**src/rtl/snapshot_serializer.sv**
```systemverilog
// Serializes a wide commit snapshot into WORD_W-bit AXI-Stream beats, LSW first,
// and pulses data_next once the final beat is accepted so upstream can reload.
module snapshot_serializer #(
  parameter int SNAP_W = 1664,
  parameter int WORD_W = 32
) (
  input  logic              s_axi_aclk,
  input  logic              s_axi_areset,
  input  logic              en,
  input  logic              snap_load,
  input  logic [SNAP_W-1:0] snap_data,
  output logic [WORD_W-1:0] m_tdata,
  output logic              m_tvalid,
  output logic              m_tlast,
  input  logic              m_tready,
  output logic              data_next,
  output logic              busy,
  output logic [31:0]       snap_cnt,
  output logic [15:0]       drop_cnt
);

  localparam int NWORDS = SNAP_W / WORD_W;
  localparam int IDX_W  = (NWORDS > 1) ? $clog2(NWORDS) : 1;
  localparam logic [IDX_W-1:0] LAST_IDX = IDX_W'(NWORDS - 1);

  typedef enum logic [1:0] {IDLE = 2'd0, SEND = 2'd1, DONE = 2'd2} state_t;

  state_t                          state_q, state_d;
  logic [NWORDS-1:0][WORD_W-1:0]   shadow_q, shadow_d;
  logic [IDX_W-1:0]                idx_q, idx_d, idx_nx;
  logic [WORD_W-1:0]               tdata_q, tdata_d;
  logic                            tvalid_q, tvalid_d;
  logic                            tlast_q, tlast_d;
  logic                            dn_q, dn_d;
  logic                            busy_q, busy_d;
  logic [31:0]                     snap_cnt_q, snap_cnt_d;
  logic [15:0]                     drop_cnt_q, drop_cnt_d;
  logic                            xfer;

  assign xfer   = tvalid_q & m_tready;
  assign idx_nx = idx_q + 1'b1;

  always_comb begin
    state_d    = state_q;
    shadow_d   = shadow_q;
    idx_d      = idx_q;
    tdata_d    = tdata_q;
    tvalid_d   = tvalid_q;
    tlast_d    = tlast_q;
    dn_d       = 1'b0;
    busy_d     = busy_q;
    snap_cnt_d = snap_cnt_q;
    drop_cnt_d = drop_cnt_q;

    // A load that arrives while a snapshot is in flight is lost; count it.
    if (en && snap_load && (state_q != IDLE) && (drop_cnt_q != 16'hFFFF))
      drop_cnt_d = drop_cnt_q + 16'd1;

    if (!en) begin
      state_d  = IDLE;
      idx_d    = '0;
      tvalid_d = 1'b0;
      tlast_d  = 1'b0;
      busy_d   = 1'b0;
    end else begin
      case (state_q)
        IDLE: begin
          busy_d = 1'b0;
          if (snap_load) begin
            shadow_d = snap_data;
            idx_d    = '0;
            tdata_d  = snap_data[WORD_W-1:0];
            tvalid_d = 1'b1;
            tlast_d  = (NWORDS == 1);
            busy_d   = 1'b1;
            state_d  = SEND;
          end
        end
        SEND: begin
          if (xfer) begin
            if (idx_q == LAST_IDX) begin
              tvalid_d = 1'b0;
              tlast_d  = 1'b0;
              dn_d     = 1'b1;
              state_d  = DONE;
            end else begin
              // Outputs are registered, so the next word is fetched one beat ahead.
              idx_d   = idx_nx;
              tdata_d = shadow_q[idx_nx];
              tlast_d = (idx_nx == LAST_IDX);
            end
          end
        end
        DONE: begin
          snap_cnt_d = snap_cnt_q + 32'd1;
          busy_d     = 1'b0;
          idx_d      = '0;
          state_d    = IDLE;
        end
        default: begin
          state_d  = IDLE;
          tvalid_d = 1'b0;
          tlast_d  = 1'b0;
          busy_d   = 1'b0;
        end
      endcase
    end
  end

  always_ff @(posedge s_axi_aclk) begin
    if (s_axi_areset) begin
      state_q    <= IDLE;
      shadow_q   <= '0;
      idx_q      <= '0;
      tdata_q    <= '0;
      tvalid_q   <= 1'b0;
      tlast_q    <= 1'b0;
      dn_q       <= 1'b0;
      busy_q     <= 1'b0;
      snap_cnt_q <= '0;
      drop_cnt_q <= '0;
    end else begin
      state_q    <= state_d;
      shadow_q   <= shadow_d;
      idx_q      <= idx_d;
      tdata_q    <= tdata_d;
      tvalid_q   <= tvalid_d;
      tlast_q    <= tlast_d;
      dn_q       <= dn_d;
      busy_q     <= busy_d;
      snap_cnt_q <= snap_cnt_d;
      drop_cnt_q <= drop_cnt_d;
    end
  end

  assign m_tdata   = tdata_q;
  assign m_tvalid  = tvalid_q;
  assign m_tlast   = tlast_q;
  assign data_next = dn_q;
  assign busy      = busy_q;
  assign snap_cnt  = snap_cnt_q;
  assign drop_cnt  = drop_cnt_q;

endmodule

```
**config.mk**
```make
export PLATFORM = sky130hd
export DESIGN_NAME = snapshot_serializer
export DESIGN_NICKNAME = d
export VERILOG_FILES = /design/src/rtl/snapshot_serializer.sv
export SDC_FILE = /design/constraint.sdc
export NUM_CORES = 2
export LEC_CHECK = 0
export ABC_AREA = 1
export CORE_AREA = 2 2 691 693
export DETAILED_ROUTE_END_ITERATION = 12
export DIE_AREA = 0 0 693 695
export PLACE_DENSITY = 0.44
export SLEW_MARGIN = 10
export SYNTH_ARGS = -nofsm -noshare
export SYNTH_HDL_FRONTEND = slang
export SYNTH_SLANG_ARGS = --single-unit
export TNS_END_PERCENT = 30
```
**constraint.sdc**
```tcl
create_clock -name s_axi_aclk -period 7.45 [get_ports s_axi_aclk]
set_input_delay 2.235 -clock s_axi_aclk [delete_from_list [all_inputs] [get_ports s_axi_aclk]]
set_output_delay 2.235 -clock s_axi_aclk [all_outputs]
set_load 0.005 [all_outputs]
```
==> After elaboration in Yosys (flattened, before gate mapping) <==
Cells that the tools add are included.
Widths: inputs -> output; s select.
{ "op_classes": {"reduce_logical": 16, "muxes": 25, "bitwise": 5, "addsub": 3, "magnitude_cmp": 1, "n_eq_ne": 9} }
{ "op_table": {"columns": ["op", "n"], "rows": [
  ["$bmux 32 s6", 1],
  ["$mux 32", 4],
  ["$pmux 32 s2", 1],
  ["$add 32x1->32 const B", 1],
  ["$mux 6", 3],
  ["$pmux 6 s3", 1],
  ["$add 16x1->16 const B", 1],
  ["$ne 16x16->1 const B", 1],
  ["$eq 6x6->1 const B", 2],
  ["$reduce_and 3->1", 3],
  ["$mux 1", 8],
  ["$ne 2x2->1 const B", 4],
  ["$reduce_and 4->1", 2],
  ["$lt 6x7->1 const B", 1],
  ["$add 6x1->6 const B", 1],
  ["$mux 2", 3],
  ["$pmux 1 s3", 2],
  ["$reduce_and 5->1", 1],
  ["$not 1->1", 4],
  ["$pmux 2 s2", 1],
  ["$reduce_bool 2->1", 2],
  ["$reduce_or 4->1", 1],
  ["$logic_and 1x1->1", 3],
  ["$reduce_bool 3->1", 1],
  ["7 further kinds", 7]
]} }
{ "totals": {"regBits": 1756, "output_inout_bits": 84, "in_bits": 1669} }

==> Longest topological paths before layout <==
{ "logic_depth": {"ltp_word": 6, "depth_mapped": 18} }

==> Least setup slack after synthesis <==
No wires, ideal clock.
{ "synth_timing": {"path_kind": "input to register", "start": "input en", "end": "register snap_cnt_q[21] (netlist: snap_cnt[21])", "arrival_time_ps": 3355, "setup_slack_ps": 3967, "cell_stages": 10, "path_buffers": 1, "required_time_ps": 7322, "path_cell_list": "inv_1 -> nor2_4 -> inv_1 -> buf_6 -> nor3_2 -> nand2_1 -> nor2_4 -> nand2_1 -> xor2_1 -> nor2_1"} }
{ "synth_via": {"elab_chain_len": 1} }
{ "synth_lines": {"columns": ["item", "line", "text"], "rows": [
  ["from (decl)", "9", "input logic en,"],
  ["$reduce_and 2->1 (no line)", null, null],
  ["to (signal assigned)", "131", "snap_cnt_q <= snap_cnt_d;"],
  ["to (decl)", "36", "logic [31:0] snap_cnt_q, snap_cnt_d;"]
]} }
No other way between the ends.
A chain may end at the register's enable or synchronous reset.

==> Worst setup path after layout <==
{ "layout_timing": {"start": "register idx_q[0]", "end": "register tdata_q[1] (netlist: m_tdata[1])"} }
{ "layout_via": {"elab_chain_len": 6, "word_cells_on_any_way": 9, "classes_between": "add/sub: 1; eq/ne: 2; mux: 5; reduce/logical: 1"} }
{ "layout_lines": {"columns": ["item", "line", "text"], "rows": [
  ["from (decl)", "30", "logic [IDX_W-1:0] idx_q, idx_d, idx_nx;"],
  ["from (signal assigned)", "125", "idx_q <= idx_d;"],
  ["$add 6x1->6", "41", "assign idx_nx = idx_q + 1'b1;"],
  ["$bmux 32 s6", "89", "tdata_d = shadow_q[idx_nx];"],
  ["$mux 32 (implied by the code)", "89", null],
  ["$mux 32", "81", "if (idx_q == LAST_IDX) begin"],
  ["$mux 32", "80", "if (xfer) begin"],
  ["$pmux 32 s2", "66", "case (state_q)"],
  ["to (signal assigned)", "126", "tdata_q <= tdata_d;"],
  ["to (decl)", "31", "logic [WORD_W-1:0] tdata_q, tdata_d;"]
]} }
Several ways; a longest one is shown, not always the timed one. The select of a mux whose other input is x is not followed.

==> flow_summary.ini <==
[timing]
drv_slew = 71
max-slew-margin-rel_pct = -3.543
max_slew.worst_pin.slew_ns = 1.553
fin_skew_ns = 0.05888
min_period_over_period_pct = 70.18
min_period_ns = 5.229
hold-worst-slack_ns = 0.4494
hold_viol = 0
fmax_mhz = 191.3
finalSetupTns_ns = 0
rsz0062_at_grt = no
setup_viol = 0

[yosys]
synth_cells = 11690
synthXorXnorAreaFrac_pct = 0.1445
avgSynthCellArea_um2 = 6.666
synth-simple-area-share_pct = 30.46
syn_nets = 13370
synthFlopType = dfxtp_1
synth_edf_count = 0
yosysSeqAreaShare_pct = 45.10
synth-compound-area-share_pct = 16.25
synth_warnings = 0
ys_ff_latch = 1756
ys_async_sr_fraction_pct = 0
synth_top_family_by_area = simple AND/OR/NAND/NOR gates
synthAdderAreaFrac_pct = 0.06421
synth.distinct_cells = 33
synth_area_mm2 = 0.07794
muxShareOfSynthArea_pct = 0

[power_and_ir_drop]
power_switching_mw = 7.252
p_seq_share_pct = 40.5
power_density_mw_per_mm2 = 233.3
p_sw_share_pct = 28.50
power_mw = 25.45
intPower_mw = 18.20
pwr-share-comb_pct = 13.5
p_leak_nw = 42.88
ir_drop_uv = 167.1
clkPwrFrac_pct = 46.0

[global_route]
grt_pass1_vias = 79740
gr-total-overflow = 0
grt_pass1_wl_um = 699300
grt_antenna_before_repair = 279
track_usage_pct = 21.04
grt_max_degree = 260

[floorplan]
dieHeight_um = 695
die_w_um = 693
io_pins = 1753
dieArea_mm2 = 0.4816
start_util_pct = 16.45
core-area_mm2 = 0.4739
core.rowCount = 253

[run_status]
violations = slew limit
outcome = finished, violations left

[setup_path]
cp_slowest_stage_delay_ns = 0.75
path_class = reg -> reg
critPathBufInv = 3
cp-end-kind = register
critical-path-top-delay-family = simple AND/OR/NAND/NOR gates
critPathLaunchType = register
crit_fanout = 68
critPathSlowestCell = ha_4
cp_cell_sequence = inv_8 -> ha_4 -> inv_8 -> buf_12 -> nand3_1 -> nand3_1 -> nand2_1 -> nand2_1 -> nand3_1 -> nand3_1 -> nand2_1 -> nand2_1 -> a21oi_1
crit_required_ns = 8.31
crit_arrival_ns = 6.09

[cts]
cts_root_buf = clkbuf_16
cts_buffer_depth = 4
cts.repair.resized = 0
cts_num_sinks = 1756
postCtsSetupBuffers = 0
hold_buffers = 0
clock_latency_ns = 0.95
cts_tree = done
cts_buffers = 229
cts_max_level = 4
clk_pin_slew_ns = 0.06

[cells_and_area]
area_delta_synth_final_pct = 39.96
fin_cells = 19400
fin_nets = 14510
drive_above_1_share_pct = 3.796
post-route-util_pct = 23.02

[hold_path]
hold_class = reg -> reg

[detailed_routing]
wirelength_um = 533600
drt-initial-drc-count = 7804
vias_per_cell = 4.329
drcViolationCount = 0
post_drt_wl_per_cell_um = 27.51
antenna_left = 0
first_pass_iters = 7
vias = 83970

[placed_design]
portBuffers = 1752
dp_hpwl_um = 405800
placed_cells = 18850
gp_congestion = 0.8691

[job]
cap_violations = 0
sequential cells by signal (all words and copies together), names as in the netlist:
name / flops
data_next: 1
m_tlast: 1
busy: 1
state_q: 2
snap_cnt: 32
m_tdata: 32
drop_cnt: 16
shadow_q: 1664
idx_q: 6
m_tvalid: 1
logic make-up (layout without fill, tap and decap cells):
group                      count (synthesis)  after routing
and+or+nand+nor                         5843           5843
adders and majority gates                  4              4
DFF                                     1756           1756
buffers and inverters                   1598           2918
other                                      0            141
AOI/OAI and AO/OA                       2479           2479
xor gates and xnor gates                  12             12
cell type report:
cell class,instances,area (µm²)
clock inverters,86,1129
inverters,655,2492
well taps,6247,7816
fillers,53610,364800
flip-flops and latches,1756,35160
clock buffers,322,6601
repair buffers,1855,18880
diodes,141,352.8
multi-input cells,8338,36650
layout by cell type, fill, tap and decap left out, drive strengths merged:
cell type,count
a211oi,2
a21oi,690
a31oi,2
and3,1
buf,104
bufinv,17
clkbuf,322
clkdlybuf4s50,1751
clkinv,50
clkinvlp,13
dfxtp,1756
diode,141
ha,4
inv,661
nand2,2136
nand3,1274
nand4,49
nor2,2347
nor3,28
nor3b,3
nor4,4
o211ai,97
o21a,3
o21ai,1685
or2,1
xnor2,4
xor2,8
Yosys cell counts, drive strengths merged, types with 8 or more instances:
cell type	n	share of area [%]
o21ai	1685	11
inv	654	3.1
nand4	49	0.40
buf	207	1.3
xor2	8	0.090
nor2	2347	11
nand2	2136	10
a21oi	690	4.4
clkbuf	736	3.5
nor3	28	0.19
o211ai	97	0.93
nand3	1274	8.2
dfxtp	1756	45
final timing paths:
kind                               start                     endpoint  slack, ns  cells past startpoint
max                idx_q[0]$_SDFFE_PP0P_      m_tdata[1]$_SDFFE_PP0P_       2.22                     13
min          shadow_q[1484]$_SDFFE_PP0P_  shadow_q[1484]$_SDFFE_PP0P_       0.45                      2
max reg2reg        idx_q[0]$_SDFFE_PP0P_      m_tdata[1]$_SDFFE_PP0P_       2.22                     13
min reg2reg  shadow_q[1484]$_SDFFE_PP0P_  shadow_q[1484]$_SDFFE_PP0P_       0.45                      2
power by group through the flow:
| stage | Combinational [mW] | Sequential, mW | Clock (mW) |
|---|---|---|---|
| 5_1_grt | 3.75 | 10.4 | 12.4 |
| 4_1_cts | 3.48 | 10.3 | 12.1 |
| 6_report | 3.44 | 10.3 | 11.7 |
| 3_5_place_dp | 3.46 | 10.5 | 0 |
| 3_3_place_gp | 3.45 | 10.5 | 0 |
| 2_1_floorplan | 1.48 | 10.4 | 0 |
worst min-delay path, stage by stage, from the launching register on:
cell and delay, ns:
dfxtp_1 0.30, inv_1 0.06, a21oi_1 0.05
layer usage:
layer,vias to the layer above,track usage (%),part of all wire (%)
met3,799,5.210,6.8
met2,2746,36.38,49
li1,40330,-,-
met1,40000,24.38,39
met5,-,0,0.12
met4,102,9.637,4.7
per-stage QoR:
stage	setup slack, ns	area [µm²]
floorplan	3.967	77940
global placement	2.172	101000
detailed placement	2.125	101000
CTS	2.330	108700
global route	2.286	108900
finish	2.221	109100
Power figures use the tool's default switching activity.
